===== config.mk =====
export PLATFORM = sky130hd
export DESIGN_NAME = my_pe_ctrl
export DESIGN_NICKNAME = d
export VERILOG_FILES = /design/src/rtl/my_pe_ctrl.sv
export SDC_FILE = /design/constraint.sdc
export NUM_CORES = 1
export LEC_CHECK = 0
export ABC_CLOCK_PERIOD_IN_PS = 7840
export CORE_MARGIN = 5
export CORE_UTILIZATION = 55
export CTS_CLUSTER_SIZE = 16
export DETAILED_ROUTE_END_ITERATION = 8
export PLACE_DENSITY_LB_ADDON = 0.15
export SYNTH_ARGS = -nofsm -noshare
export SYNTH_HDL_FRONTEND = slang
export SYNTH_SLANG_ARGS = --single-unit

===== constraint.sdc =====
create_clock -name aclk -period 7.84 [get_ports aclk]
set_input_delay 1.568 -clock aclk [delete_from_list [all_inputs] [get_ports aclk]]
set_output_delay 1.568 -clock aclk [all_outputs]
set_load 0.02 [all_outputs]

===== src/rtl/my_pe_ctrl.sv =====
// Host-side initiator for one my_pe processing element: loads weights into the PE RAM,
// buffers activations, chains one MAC per element and returns the accumulated dot product.
module my_pe_ctrl #(
    parameter int VECTOR_SIZE = 16
) (
    input  logic        aclk,
    input  logic        aresetn,
    input  logic        start,
    output logic        busy,
    input  logic [31:0] s_axis_tdata,
    input  logic        s_axis_tvalid,
    output logic        s_axis_tready,
    input  logic        s_axis_tlast,
    output logic [31:0] m_result_tdata,
    output logic        m_result_tvalid,
    input  logic        m_result_tready,
    output logic        err_len,
    output logic [31:0] pe_ain,
    output logic [31:0] pe_din,
    output logic [31:0] pe_addr,
    output logic        pe_we,
    output logic        pe_valid,
    input  logic        pe_dvalid,
    input  logic [31:0] pe_dout
);

    localparam int CW = (VECTOR_SIZE > 1) ? $clog2(VECTOR_SIZE) : 1;
    localparam logic [CW-1:0] LAST_IDX = CW'(VECTOR_SIZE - 1);

    localparam logic [2:0] S_IDLE     = 3'd0;
    localparam logic [2:0] S_LOAD_W   = 3'd1;
    localparam logic [2:0] S_LOAD_A   = 3'd2;
    localparam logic [2:0] S_ISSUE0   = 3'd3;
    localparam logic [2:0] S_ACCUM    = 3'd4;
    localparam logic [2:0] S_WAITLAST = 3'd5;
    localparam logic [2:0] S_DONE     = 3'd6;

    logic [2:0]    r_state;
    logic [CW-1:0] r_cnt;
    logic [CW-1:0] r_pe_addr;
    logic [31:0]   r_pe_din;
    logic [31:0]   r_pe_ain;
    logic          r_pe_we;
    logic [31:0]   r_res_data;
    logic          r_res_valid;
    logic          r_err;
    logic [31:0]   r_abuf [VECTOR_SIZE];

    logic          w_beat;
    logic          w_cntLast;
    logic [CW-1:0] w_cntNext;
    logic [31:0]   w_ain0;

    assign s_axis_tready = (r_state == S_LOAD_W) || (r_state == S_LOAD_A);
    assign w_beat        = s_axis_tvalid && s_axis_tready;
    assign w_cntLast     = (r_cnt == LAST_IDX);
    assign w_cntNext     = r_cnt + CW'(1);
    // With a single-element vector, element 0 arrives on the very beat that leaves LOAD_A.
    assign w_ain0        = (r_cnt == '0) ? s_axis_tdata : r_abuf[0];

    always_ff @(posedge aclk) begin
        if (!aresetn) begin
            r_state     <= S_IDLE;
            r_cnt       <= '0;
            r_pe_addr   <= '0;
            r_pe_din    <= '0;
            r_pe_ain    <= '0;
            r_pe_we     <= 1'b0;
            r_res_data  <= '0;
            r_res_valid <= 1'b0;
            r_err       <= 1'b0;
        end else begin
            r_pe_we <= 1'b0;
            if (w_beat && (s_axis_tlast != w_cntLast)) begin
                r_err <= 1'b1;
            end
            case (r_state)
                S_IDLE: begin
                    if (start) begin
                        r_state <= S_LOAD_W;
                        r_cnt   <= '0;
                        r_err   <= 1'b0;
                    end
                end
                S_LOAD_W: begin
                    if (w_beat) begin
                        r_pe_we   <= 1'b1;
                        r_pe_addr <= r_cnt;
                        r_pe_din  <= s_axis_tdata;
                        if (w_cntLast) begin
                            r_state <= S_LOAD_A;
                            r_cnt   <= '0;
                        end else begin
                            r_cnt <= w_cntNext;
                        end
                    end
                end
                S_LOAD_A: begin
                    if (w_beat) begin
                        if (w_cntLast) begin
                            r_state   <= S_ISSUE0;
                            r_cnt     <= '0;
                            r_pe_addr <= '0;
                            r_pe_ain  <= w_ain0;
                        end else begin
                            r_cnt <= w_cntNext;
                        end
                    end
                end
                S_ISSUE0: begin
                    if (VECTOR_SIZE == 1) begin
                        r_state <= S_WAITLAST;
                    end else begin
                        r_state   <= S_ACCUM;
                        r_cnt     <= w_cntNext;
                        r_pe_addr <= w_cntNext;
                        r_pe_ain  <= r_abuf[w_cntNext];
                    end
                end
                // Address and activation move one full cycle ahead of the next issue.
                S_ACCUM: begin
                    if (pe_dvalid) begin
                        if (w_cntLast) begin
                            r_state <= S_WAITLAST;
                        end else begin
                            r_cnt     <= w_cntNext;
                            r_pe_addr <= w_cntNext;
                            r_pe_ain  <= r_abuf[w_cntNext];
                        end
                    end
                end
                S_WAITLAST: begin
                    if (pe_dvalid) begin
                        r_res_data  <= pe_dout;
                        r_res_valid <= 1'b1;
                        r_state     <= S_DONE;
                    end
                end
                S_DONE: begin
                    if (m_result_tready) begin
                        r_res_valid <= 1'b0;
                        r_state     <= S_IDLE;
                    end
                end
                default: r_state <= S_IDLE;
            endcase
        end
    end

    always_ff @(posedge aclk) begin
        if ((r_state == S_LOAD_A) && w_beat) begin
            r_abuf[r_cnt] <= s_axis_tdata;
        end
    end

    // Chained issue: the next MAC fires in the cycle the previous result is visible.
    assign pe_valid        = (r_state == S_ISSUE0) || ((r_state == S_ACCUM) && pe_dvalid);
    assign busy            = (r_state != S_IDLE);
    assign pe_we           = r_pe_we;
    assign pe_din          = r_pe_din;
    assign pe_ain          = r_pe_ain;
    assign pe_addr         = {{(32 - CW){1'b0}}, r_pe_addr};
    assign m_result_tdata  = r_res_data;
    assign m_result_tvalid = r_res_valid;
    assign err_len         = r_err;

endmodule

Word level (Yosys, flattened, before mapping) --
Memory sizes are Yosys's and may differ from the RTL's. Cells that the tools add are included. Widths: inputs -> output; s select.
Word-level totals: register bits after elaboration 110, bits in latches 0, memory bits (writable) 512, memory bits (read-only) 0, input port bits 71, output and inout bits 134, word-level logic and storage cells 87, memories 1
Memories:
- r_abuf | words 16, width 32, rd ports 2, clocked after Yosys merged registers in 0, wr ports 1, RTL line 47 | logic [31:0] r_abuf [VECTOR_SIZE];
Operators by class: add/sub/neg operators 1, $mul 0, div/mod/pow operators 0, $lt $le $gt $ge 0, equal/unequal tests 19, shift operators 0, multiplexer cells 35, bitwise operators 0, reduce and logical (&&, ||, !) cells 22
Operator list (count):
- $mux 32 | 5
- $pmux 32 s3 | 1
- $mux 4 | 8
- $pmux 4 s4 | 2
- $mux 3 | 9
- $pmux 3 s7 | 1
- $ne 2x2->1 const B | 10
- $reduce_and 5->1 | 2
- $eq 3x3->1 const B | 3
- $reduce_and 9->1 | 1
- $mux 1 | 8
- $reduce_bool 4->1 | 2
- $eq 3x2->1 const B | 2
- $reduce_and 2->1 | 3
- $reduce_and 6->1 | 1
- $reduce_bool 3->1 | 2
- $add 4x1->4 const B | 1
- $eq 4x4->1 const B | 1
- $logic_and 1x1->1 | 4
- $logic_not 4->1 | 1
- $eq 3x1->1 const B | 1
- $logic_not 3->1 | 1
- $reduce_and 3->1 | 1
- $logic_or 1x1->1 | 2
- other kinds (5) | 5

Longest topological paths before layout --
Gate-level depths: netlist of the first run.
depth after elaboration 7, depth in mapped cells 14, mapped depth without buffers 7

Worst setup path before layout of the first run --
No wires, ideal clock.
kind input port to flip-flop, start point input s_axis_tvalid, end point memory r_abuf[0][0] (enable), setup time 0.461 ns, data arrival time 4.040 ns, required time 7.379 ns, path slack 3.339 ns, stages on the path 3, path buffers 0, path through and2_1 -> nand2_1 -> nor3_1
Between the ends: word-level cells in the longest chain between the ends 4
RTL lines:
- start, declared | RTL line 11 | input logic s_axis_tvalid,
- $logic_and 1x1->1 | RTL line 55 | assign w_beat = s_axis_tvalid && s_axis_tready;
- $logic_and 1x1->1 | RTL line 151 | if ((r_state == S_LOAD_A) && w_beat) begin
- $mux 1 | RTL line 151
- $mux 1 (not written as such) | RTL line 152 | r_abuf[r_cnt] <= s_axis_tdata;
- end, declared | RTL line 47
No other way between the ends.

Final worst setup path of the first run --
start point register r_cnt[0], end point register r_pe_ain[12], in the netlist pe_ain[12]
Between the ends: word-level cells in the longest chain between the ends 5, elaborated cells between the ends (all ways) 13, those cells by class add/sub: 1; eq/ne: 3; mux: 6; reduce/logical: 2; memory: 1
RTL lines:
- start, declared | RTL line 39 | logic [CW-1:0] r_cnt;
- start signal, assigned | RTL line 94 | r_cnt <= w_cntNext;
- start signal, assigned | RTL line 106 | r_cnt <= w_cntNext;
- start signal, assigned | RTL line 115 | r_cnt <= w_cntNext;
- $add 4x1->4 / $logic_not 4->1 (equally long branches) | RTL line 57, 59
- $mem_v2 16x32 / $mux 32 (equally long branches)
- $mux 32, on equally long branches | RTL line 123, 100
- $mux 32, on equally long branches | RTL line 122, 99
- $pmux 32 s3 | RTL line 77 | case (r_state)
- end signal, assigned | RTL line 104 | r_pe_ain <= w_ain0;
- end signal, assigned | RTL line 117 | r_pe_ain <= r_abuf[w_cntNext];
- end signal, assigned | RTL line 128 | r_pe_ain <= r_abuf[w_cntNext];
- end, declared | RTL line 42 | logic [31:0] r_pe_ain;
Several ways; a longest one is shown, not always the timed one. The select of a mux whose other input is x is not followed. A chain may end at the register's enable or synchronous reset.

==> flow_results.org, run 1 <==
** GRT
- Global routing finished with a remaining overflow of 0.
- The first global-routing pass estimated 89000 um of wire.
- In the global route stage, overall resource usage came out at 23.8%.
- The via count of the first global-routing pass is 14192.
- Largest net degree at the start of global routing :: 66
- Met2 Use GR :: 39.1%
- Initial antenna violation count :: 0
- Global routing consumed, on the met1 layer, 33.5% of the routing resources.
- Fraction of met3 tracks used by global routing :: 4.18%
- met2 is the most crowded layer.

** STA
- Count of endpoints failing hold in the final timing report :: 0
- Setup slack closes at 3270 ps.
- In this run the tightest slew margin relative to its limit is 8.04%.
- Hold timing on the final database bottoms out at a slack of 455 ps.
- Max Clock Skew :: 16.3 ps
- Final count of pins violating max slew :: 0
- Based on the critical path, the design can be clocked at up to 219 MHz.
- Period utilisation layout :: 58.3%
- The worst path needs 4570 ps of the cycle, external delays included.
- Setup repair after global routing missed its margin :: no
- After routing, the total negative slack on setup checks comes to 0 ps.
- Worst Tran Pin Value :: 1380 ps
- Final setup violation count :: 0

** Logic synthesis
- Leading post-synthesis cells by cell area :: sky130_fd_sc_hd__edfxtp_1 62%, sky130_fd_sc_hd__mux4_2 12%, sky130_fd_sc_hd__dfxtp_1 8.9%, sky130_fd_sc_hd__nand2_1 4.2%, sky130_fd_sc_hd__mux2_2 2.4%
- Area share of xor/xnor cells in the synthesized design :: 0.314%
- Synth Area in Compound Gates :: 4.98%
- Main combinational cell family by area after synthesis :: multiplexers
- The Yosys step of the flow raised 0 warnings.
- Number of flip-flops and latches in the synthesized netlist :: 622
- Most used flip-flop cell after synthesis :: sky130_fd_sc_hd__edfxtp_1
- Counting flops with an async set or reset pin after synthesis yields a share of 0%.
- Of the total synthesized cell area, the portion taken by full adders, half adders and majority gates is 0.203%.
- After synthesis, flip-flops and latches occupy 71.2% of the total area.
- The share of synthesized area in the top cell type comes to 62.3%.
- Post-synth top area cell :: sky130_fd_sc_hd__edfxtp_1
- Each instance of the synthesized netlist takes up on average 16.6 sq um.
- Multiplexer cells account for 15.0% of the synthesized area.
- Summing the areas of all and, or, nand and nor instances in the mapped netlist gives 5.51% of the synthesized area.
- In this run, distinct cell masters in the synthesized netlist total 53.
- In this run, synthesis inferred 512 flip-flops with an integrated enable.
- Number of cells produced by synthesis :: 1485
- Synth Cell Area :: 24700 sq um

** Layout
- Final core utilization :: 65.7%
- After the last flow step, the layout net total stands at 1731.
- Leaving out fill and tap cells, the most frequent cell in the layout is sky130_fd_sc_hd__edfxtp_1.
- Leaving out fill and tap cells, the most frequent cells in the layout are 512 x sky130_fd_sc_hd__edfxtp_1, 277 x sky130_fd_sc_hd__nand2_1, 176 x sky130_fd_sc_hd__clkdlybuf4s50_1.
- The post-route netlist has 21.5% of its cells at a drive strength greater than 1.
- Post-synthesis to final-layout area growth :: 18.0%
- The sequential cells in the finished layout cover a total of 17600 sq um.
- The filler cells instantiated in the layout total 3106.
- The multi-input combinational cells in the finished layout cover a total of 6700 sq um.
- 0 antenna diodes ended up in the layout.

** Setup path
- Reg-to-reg slack, setup :: 3270 ps
- The worst register-to-register path ends at pe_ain[12].
- Kind of start point of the critical path :: register
- Signal arrival time at the worst endpoint :: 5060 ps
- Critical path startpoint :: r_cnt[0]
- Kind of critical path :: register to register
- Path depth of the worst reg2reg path :: 8
- The startpoint identified for the worst register-to-register timing path is r_cnt[0].
- CP Max Fanout :: 43
- For the worst setup path, the data required time is 8330 ps.
- CP endpoint kind :: register

** CTS
- Total clock buffers created by CTS :: 61
- Buffers from clock root to sink, at most :: 3
- The clock drives 622 sinks.
- Number of buffers added to fix hold violations after cts :: 0
- Clock root buffer master :: sky130_fd_sc_hd__clkbuf_16
- Clock transition at path regs :: 60 ps
- Clock latency on the worst-skew pair, taken at its later pin, is 630 ps.
- After clock tree synthesis, the repair step resized 0 gates.
- The H-tree was split into 2 levels.
- Setup Fix Bufs, Post-CTS :: 0
- TritonCTS built the clock tree.

** Floorplan
- The floorplan step set the die width to 222 um.
- I/O pin count :: 205
- Core Region :: 44300 sq um
- Die boundary height :: 222 um
- The floorplan step defined a die boundary enclosing 49200 sq um.
- Number of cell rows :: 77
- The initial utilization of the core area, before any placement, comes to 55.7%.

** Drt
- The routed design has 58800 um of wire.
- Dividing the detail-routed wire length by the instance count gives 25.6 um.
- For this run, design rule violations remaining after detail routing come to 0.
- The first TritonRoute pass finished after 5 iterations.
- Via density :: 6.01
- Iteration-0 DRC count of the detailed router :: 1432
- The routed layout has 13822 vias.
- Once detail routing completed, the nets flagged for antenna violations numbered 0.

** Place
- Placement-stage worst setup slack :: 3280 ps
- Post-DP HPWL :: 33100 um
- Placer Congestion :: 0.773
- Number of I/O port buffers :: 176

** Hold path
- The path with the worst hold slack has its endpoint at pe_din[22].
- Cell count of the worst hold path :: 2
- The worst hold path belongs to the class register to register.
- Hold path startpoint :: pe_din[22]

** Flow run
- Maximum Capacitance Violations :: 0

** Pwr
- Dividing total power by cell area gives a power density of 283 nW/um^2.
- Leakage power :: 0.00934 uW
- The worst-case IR drop observed on VDD is 0.000183 V.

** Status
- Result of the run :: completed
[routing by layer]
layer / share of wire, % / vias up
li1: - / 6007
met1: 41 / 7134
met2: 50 / 589
met3: 7.6 / 92
met4: 2.3 / 0
met5: 0 / -
[critical path, cell delays in order, from the launching register on]
cell                       delay [ps]
sky130_fd_sc_hd__dfxtp_4          910
sky130_fd_sc_hd__ha_1             580
sky130_fd_sc_hd__xor2_4           690
sky130_fd_sc_hd__buf_4            650
sky130_fd_sc_hd__buf_4            550
sky130_fd_sc_hd__mux4_2           380
sky130_fd_sc_hd__mux2_2           270
sky130_fd_sc_hd__a221oi_1         240
sky130_fd_sc_hd__a21oi_1          140
[cells in the mapped netlist (all sizes together), types with 2 or more instances]
library cell and n:
clkinv 2, nor2 24, edfxtp 512, xnor2 6
xor2 2, nor2b 2, dfxtp 110, mux4 128
a21oi 109, nand3 5, or3 3, nand2 277
ha 4, a211o 3, a221oi 31, nor3 7
a31o 2, buf 71, nand2b 3, clkbuf 50
inv 3, nor3b 5, o21ai 36, mux2i 3
or2 3, mux2 65, and2 2
[stage by stage]
step                instances  area [sq um]  power [uW]
floorplan                1512         24800        4780
global placement         2185         27000        5240
detailed placement       2185         27000        5250
CTS                      2301         29100        8310
global route             2301         29100        8560
finish                   2301         29100        8250
[worst max path at each step]
stage / depth (start not counted) / endpoint
finish: 8 / pe_ain[12]
global route: 8 / pe_ain[12]
CTS: 8 / pe_ain[12]
detailed placement: 8 / pe_ain[26]
global placement: 4 / pe_valid
floorplan: 3 / r_abuf[0][0]
[sequential cells by signal, summed over array words and instances (netlist names)]
name and flops:
pe_we 1, m_result_tdata 32, r_state 3, pe_ain 32, r_cnt 4, err_len 1, pe_din 32, r_pe_addr 4
r_abuf 512, m_result_tvalid 1
[area by class of cell]
type                            instances  share of cell area (%)
Sequential cell                       622                    60.4
Multi-Input combinational cell        764                    23.0
Tap cell                              592                    2.54
Clock buffer                           76                    5.57
Inverter                                5                  0.0644
Clock inverter                         40                    1.74
Timing Repair Buffer                  202                    6.72
[logic make-up (layout without fill, tap and decap cells)]
logic type	after synthesis	after routing
XOR/XNOR	8	8
other	1	28
buffers and inverters	126	323
AND/OR/NAND/NOR	336	336
adder cells (fa/ha/maj)	4	4
AO/OA/AOI/OAI	192	192
multiplexers	196	196
flip-flops	622	622
[power breakdown]
group | internal (uW) | switching [uW] | leakage, uW
Clock | 1830 | 1240 | 0.00104
Combinational | 644 | 749 | 0.00280
Sequential | 3680 | 109 | 0.00549
Power figures use the tool's default switching activity.
==> run 2, diff against run 1 <==
ABC_CLOCK_PERIOD_IN_PS = 4800   (was 7840)
clock period = 4.8 ns   (was 7.84 ns; I/O delays follow)
==> flow_results.org, run 2 (synthesized netlist as in run 1, its figures left out) <==
** Status
- Result of the run :: completed

** Floorplan
- Overall die area :: 49200 sq um (unchanged)
- The height of the die came to 222 um (unchanged).
- Effective utilization at floorplan :: 55.7% (unchanged)
- The number of cell rows was 77 (unchanged).
- Core Region :: 44300 sq um (unchanged)
- The die width is 222 um (unchanged).
- The I/O pin total is 205 (unchanged).

** STA
- Dividing the final minimum period by the clock period gives 73.5%.
- The hold slack is 451 ps (-4.02 ps).
- The transition time at the pin with the least slew margin was 1200 ps (-172 ps).
- Worst-case headroom to the max-slew limit :: 19.6% (+12 points)
- The total count of hold-check failures in the final report is 0 (unchanged).
- Final setup violation count :: 0 (unchanged)
- Maximum frequency from static timing analysis :: 284 MHz
- The count of final max-slew check failures was 0 (unchanged).
- The clock period could shrink to 3530 ps.
- Fin Setup TNS :: 0 ps (unchanged)
- Setup repair after global routing missed its margin :: no
- Max Clock Skew :: 26.3 ps (+9.99 ps)

** CTS
- The CTS H-tree depth is 2 (unchanged).
- In this run the clock root is driven by a sky130_fd_sc_hd__clkbuf_16.
- Clock transition at path regs :: 60 ps (about the same)
- Number of clock sinks :: 622 (unchanged)
- Source-to-sink clock delay at the later pin of the worst-skew pair :: 620 ps (about the same)
- The number of buffers created by CTS was 61 (unchanged).
- The number of buffers added to fix hold violations after cts was 0 (unchanged).
- The post-cts sizing count is 0 (unchanged).
- The post-CTS setup repair buffer count was 0 (unchanged).
- The largest buffer count on any clock path was 3 (unchanged).
- TritonCTS built the clock tree.

** GRT
- The initial antenna violation count came to 0 (unchanged).
- Global-route usage over all layers :: 23.7% (-0.037 points)
- The wire length of the first global-routing pass was 89300 um (+0.36%).
- The total congestion overflow came to 0 (unchanged).
- The maximum number of pins on one net before global-route repair is 55 (-17%).
- Vias in the first global route :: 14087 (-0.74%)

** Setup path
- Signal arrival time at the worst endpoint :: 2570 ps (-2490 ps)
- Required @ worst endpoint :: 3840 ps (-4490 ps)
- Walking the worst path, the cells encountered are and3b_1, o21bai_1, clkdlybuf4s50_1.
- Kind of start point of the critical path :: register
- Highest-delay cell along the critical path :: sky130_fd_sc_hd__dfxtp_1
- Delay of the slowest cell on the worst path :: 760 ps (-150 ps)
- CP Max Fanout :: 18 (-58%)
- The critical path is of the register to primary output type.
- STA classifies the critical path endpoint as a primary output.
- The count of buffer and inverter cells on the critical path was 1 (-1).
- Category of cells accounting for the largest share of critical-path delay :: flip-flops

** Hold path
- The path class of the tightest hold or removal check is register to register.

** Drt
- The number of nets with antenna violations after detailed routing was 0 (unchanged).
- Final routed DRC violation total :: 0 (unchanged)
- The routed length per placed instance was 25.8 um (+0.73%).
- The via count came to 13768 (-0.39%).
- Routed wire length :: 59500 um (+1.1%)
- The average via count per standard cell is 5.96 (-0.74%).
- Iteration-0 DRC count of the detailed router :: 1206 (-16%)
- First-pass detailed-route iteration total :: 5 (unchanged)

** Layout
- Largest Register :: r_abuf
- Leading cell type in the layout, fill and taps excluded :: sky130_fd_sc_hd__edfxtp_1
- Proportion of layout cells with a drive suffix above 1 :: 21.3% (-0.22 points)
- Top library cells by usage in the layout, fill and taps aside :: 512 x sky130_fd_sc_hd__edfxtp_1, 277 x sky130_fd_sc_hd__nand2_1, 176 x sky130_fd_sc_hd__clkdlybuf4s50_1
- The number of nets in the layout came to 1742 (+0.64%).
- Post-synthesis to final-layout area growth :: 17.5%
- The flip-flop count of the largest register, all copies and words added is 512 (unchanged).
- Number of filler cells placed in the layout :: 3071 (-1.1%)
- Diode insertion count for antenna repair :: 0 (unchanged)

** Pwr
- Relative contribution of the clock network to total power :: 34.8% (-2.4 points)
- The sequential power share was 47.5% (+1.6 points).
- Psw :: 3340 uW (+59%)
- IR Drop Worst-Case VDD :: 0.000340 V (+85%)
- Combinational group share of total power :: 17.7% (+0.8 points)
- Power per Cell Area :: 448 nW/um^2 (+58%)
- The internal portion of total power was 9650 uW (+57%).
- The switching power as a share of total power came to 25.7% (+0.29 points).
- The leakage power is 0.00929 uW (-0.54%).

** Flow run
- The count of maximum capacitance violations came to 0 (unchanged).

** Place
- The HPWL reported at the end of detailed placement was 34900 um (+5.4%).
- The quantity of I/O buffers inserted on ports was 176 (unchanged).
- The last weighted congestion value of the routability-driven placer was 0.804 (+3.9%).
run 2: worst reg2reg max path: stages, from the launching register on:
cell and delay, ps:
sky130_fd_sc_hd__dfxtp_4 750, sky130_fd_sc_hd__ha_1 590, sky130_fd_sc_hd__nand3_1 410, sky130_fd_sc_hd__nand4_1 350
sky130_fd_sc_hd__nand2_1 520, sky130_fd_sc_hd__buf_4 440, sky130_fd_sc_hd__o21ai_0 250, sky130_fd_sc_hd__a21oi_1 80
run 2: final timing paths:
check / start / end / slack [ps] / depth (start not counted)
max: r_state[0] / pe_valid / 1270 / 3
min: pe_din[16] / pe_din[16] / 450 / 2
max reg2reg: r_cnt[0] / pe_ain[18] / 1280 / 7
min reg2reg: pe_din[16] / pe_din[16] / 450 / 2
run 2: layout make-up:
cell class / instances / area [sq um] / share of cell area, %
sequential: 622 / 17600 / 60.6
timing repair buffer: 213 / 2080 / 7.16
multi-input combinational: 764 / 6700 / 23.1
clock buffer: 82 / 1660 / 5.71
clock inverter: 31 / 230 / 0.794
tap: 592 / 741 / 2.55
inverter: 5 / 18.8 / 0.0647
run 2: through the flow:
step	utilization (%)	setup WS (ps)	instances	power, uW	cell area, sq um
global route	65.4	1070	2309	13500	29000
CTS	65.4	1250	2309	13100	29000
global placement	61.2	1310	2196	8560	27100
detailed placement	61.2	1270	2196	8590	27100
floorplan	-	826	1512	7810	24800
finish	65.4	1270	2309	13000	29000
run 2: power by group through the flow:
stage	combinational (uW)	sequential (uW)	clock, uW
after floorplan	1510	6300	0
after global placement	2290	6270	0
final	2300	6160	4520
after CTS	2320	6160	4600
after global routing	2460	6180	4840
after detailed placement	2310	6280	0
run 2: per-layer routing:
layer	share of wire, %	vias up	global-route usage, %
li1	-	6034	-
met1	41	7128	32.5
met2	51	514	39.9
met3	6.6	92	4.29
met4	2.1	0	6.46
met5	0	-	0
==> run 3, diff against run 2 <==
ABC_CLOCK_PERIOD_IN_PS = 2900   (was 4800)
CORE_UTILIZATION = 52   (was 55)
clock period = 2.9 ns   (was 4.8 ns; I/O delays follow)
==> flow_results.org, run 3 (synthesized netlist as in run 1, its figures left out) <==
** GRT
- Met1 usage in global routing :: 31.1% (-1.4 points)
- The met3 capacity usage during global routing was 4.40% (+0.11 points).
- Met2 Use GR :: 38.4% (-1.4 points)
- Global-route usage over all layers :: 22.9% (-0.88 points)
- The initial antenna violation count was 0 (unchanged).
- The wire length of the first global-routing pass is 90700 um (+1.6%).
- The total congestion overflow was 0 (unchanged).
- Vias in the first global route :: 14585 (+3.5%)
- The maximum number of pins on one net before global-route repair came to 66 (+20%).
- Most heavily used metal layer in global routing :: met2

** Layout
- Proportion of layout cells with a drive suffix above 1 :: 24.3% (+3.0 points)
- The flip-flop count of the largest register, all copies and words added was 512 (unchanged).
- Post-synthesis to final-layout area growth :: 20.9%
- Number of filler cells placed in the layout :: 3371 (+9.8%)
- Largest Register :: r_abuf
- The number of nets in the layout came to 1808 (+3.8%).
- The top cell types in the final layout, fill and taps aside, are 512 x sky130_fd_sc_hd__edfxtp_1, 277 x sky130_fd_sc_hd__nand2_1, 176 x sky130_fd_sc_hd__clkdlybuf4s50_1.
- Leading cell type in the layout, fill and taps excluded :: sky130_fd_sc_hd__edfxtp_1
- Final instance area :: 29800 sq um (+2.9%)
- The count of antenna diodes in the layout came to 0 (unchanged).

** Drt
- The DRC violation count after routing was 0 (unchanged).
- The initial DRC count was 1097 (-9.0%).
- Routed Antenna Nets :: 0 (unchanged)
- First-pass detailed-route iteration total :: 5 (unchanged)
- DR WL/cell :: 25.0 um (-2.8%)
- Via count :: 13917 (+1.1%)
- Via density :: 5.82 (-2.3%)
- Routed wire length :: 59800 um (+0.56%)

** CTS
- Clock tree from TritonCTS :: yes
- The number of buffers created by CTS came to 61 (unchanged).
- Source-to-sink clock delay at the later pin of the worst-skew pair :: 620 ps (about the same)
- Clock root buffer master :: sky130_fd_sc_hd__clkbuf_16
- The post-CTS setup repair buffer count came to 0 (unchanged).
- Buffers from clock root to sink, at most :: 3 (unchanged)
- The number of sinks on the clock net came to 622 (unchanged).
- H-tree levels :: 2 (unchanged)
- Clock transition at path regs :: 60 ps (about the same)

** Setup path
- Signal arrival time at the worst endpoint :: 2180 ps (-390 ps)
- Kind of start point of the critical path :: register
- The maximum net fanout on the critical path is 17 (-1).
- STA classifies the critical path endpoint as a primary output.
- By startpoint and endpoint, the worst setup path is classified as register to primary output.
- Required @ worst endpoint :: 2320 ps (-1520 ps)

** Floorplan
- The die width came to 228 um (+2.7%).
- Number of cell rows :: 79 (+2.6%)
- The I/O pin total came to 205 (unchanged).
- Overall die area :: 51900 sq um (+5.5%)
- Die boundary height :: 228 um (+2.7%)
- The core region area came to 46800 sq um (+5.5%).
- The initial standard-cell utilization of the core is 52.8% (-2.9 points).

** Pwr
- IR Drop Worst-Case VDD :: 0.000563 V (+65%)
- Overall Power :: 21600 uW (+67%)
- Leakage power :: 0.00966 uW (+4.0%)
- Power per Cell Area :: 725 nW/um^2 (+62%)

** Place
- Area after detailed placement :: 28000 sq um (+3.1%)
- Post-DP HPWL :: 35500 um (+1.8%)
- The last weighted congestion value of the routability-driven placer came to 0.817 (+1.6%).
- The quantity of I/O buffers inserted on ports came to 176 (unchanged).

** STA
- Maximum frequency from static timing analysis :: 362 MHz
- Setup repair after global routing left no endpoint under its margin.
- Max Clock Skew :: 13.8 ps (-12.5 ps)
- Worst Tran Pin Value :: 704 ps (-500 ps)
- The routed design could run at a clock period as short as 2760 ps.
- Count of endpoints failing hold in the final timing report :: 0 (unchanged)
- Period utilisation layout :: 95.1%
- Final setup violation count :: 0 (unchanged)
- The count of final max-slew check failures came to 0 (unchanged).
- Worst-case headroom to the max-slew limit :: 53.0% (+33 points)

** Hold path
- Worst min path class :: register to register

** Flow run
- Maximum Capacitance Violations :: 0 (unchanged)

** Status
- Result of the run :: completed
-- run 3: layout make-up --
| type | count | area (sq um) | share of cell area (%) |
|---|---|---|---|
| multi-input combinational | 764 | 6720 | 22.5 |
| timing repair buffer | 279 | 2890 | 9.67 |
| inverter | 5 | 18.8 | 0.0629 |
| clock inverter | 28 | 201 | 0.675 |
| clock buffer | 85 | 1680 | 5.62 |
| sequential | 622 | 17600 | 58.9 |
| tap | 607 | 759 | 2.54 |
-- run 3: report_power, final --
part	internal, uW	switching, uW	leakage [uW]
logic	1940	2120	0.00325
registers	9940	201	0.00549
clock network	4200	3230	0.000915
total	16100	5550	0.00966
-- run 3: layer usage --
layer  share of wire [%]  vias to the layer above
li1                    -                     6163
met5                   0                        -
met1                  41                     7132
met4                 2.3                        0
met3                 6.5                      102
met2                  50                      520
-- run 3: repair_timing --
| action | in CTS | in global routing |
|---|---|---|
| resized for setup | 3 | 0 |
| setup endpoints to repair | 1 | 0 |
| endpoints found under the hold margin | 0 | 0 |
| hold buffers | 0 | 0 |
-- run 3: per-stage QoR --
stage | TNS (ps) | setup WS, ps | hold WS [ps] | utilization (%) | instances
CTS | 0 | 95.9 | 453 | 63.8 | 2390
global route | 0 | 62.1 | 472 | 63.8 | 2390
global placement | 0 | 296 | 441 | 59.8 | 2277
detailed placement | 0 | 240 | 445 | 59.8 | 2277
floorplan | -79970 | -217 | 521 | - | 1512
finish | 0 | 141 | 451 | 63.8 | 2390
-- run 3: final timing paths --
path / from / endpoint / slack [ps] / cells after the start
worst max-delay path: r_state[2] / pe_valid / 140 / 3
worst min-delay path: pe_din[28] / pe_din[28] / 450 / 2
worst max register to register: r_cnt[1] / pe_ain[23] / 310 / 7
worst min register to register: pe_din[28] / pe_din[28] / 450 / 2
-- run 3: critical path, stage by stage (launching register included) --
cell and delay [ps]:
sky130_fd_sc_hd__dfxtp_2 410, sky130_fd_sc_hd__and3b_1 380, sky130_fd_sc_hd__o21bai_1 150, sky130_fd_sc_hd__clkdlybuf4s50_1 640
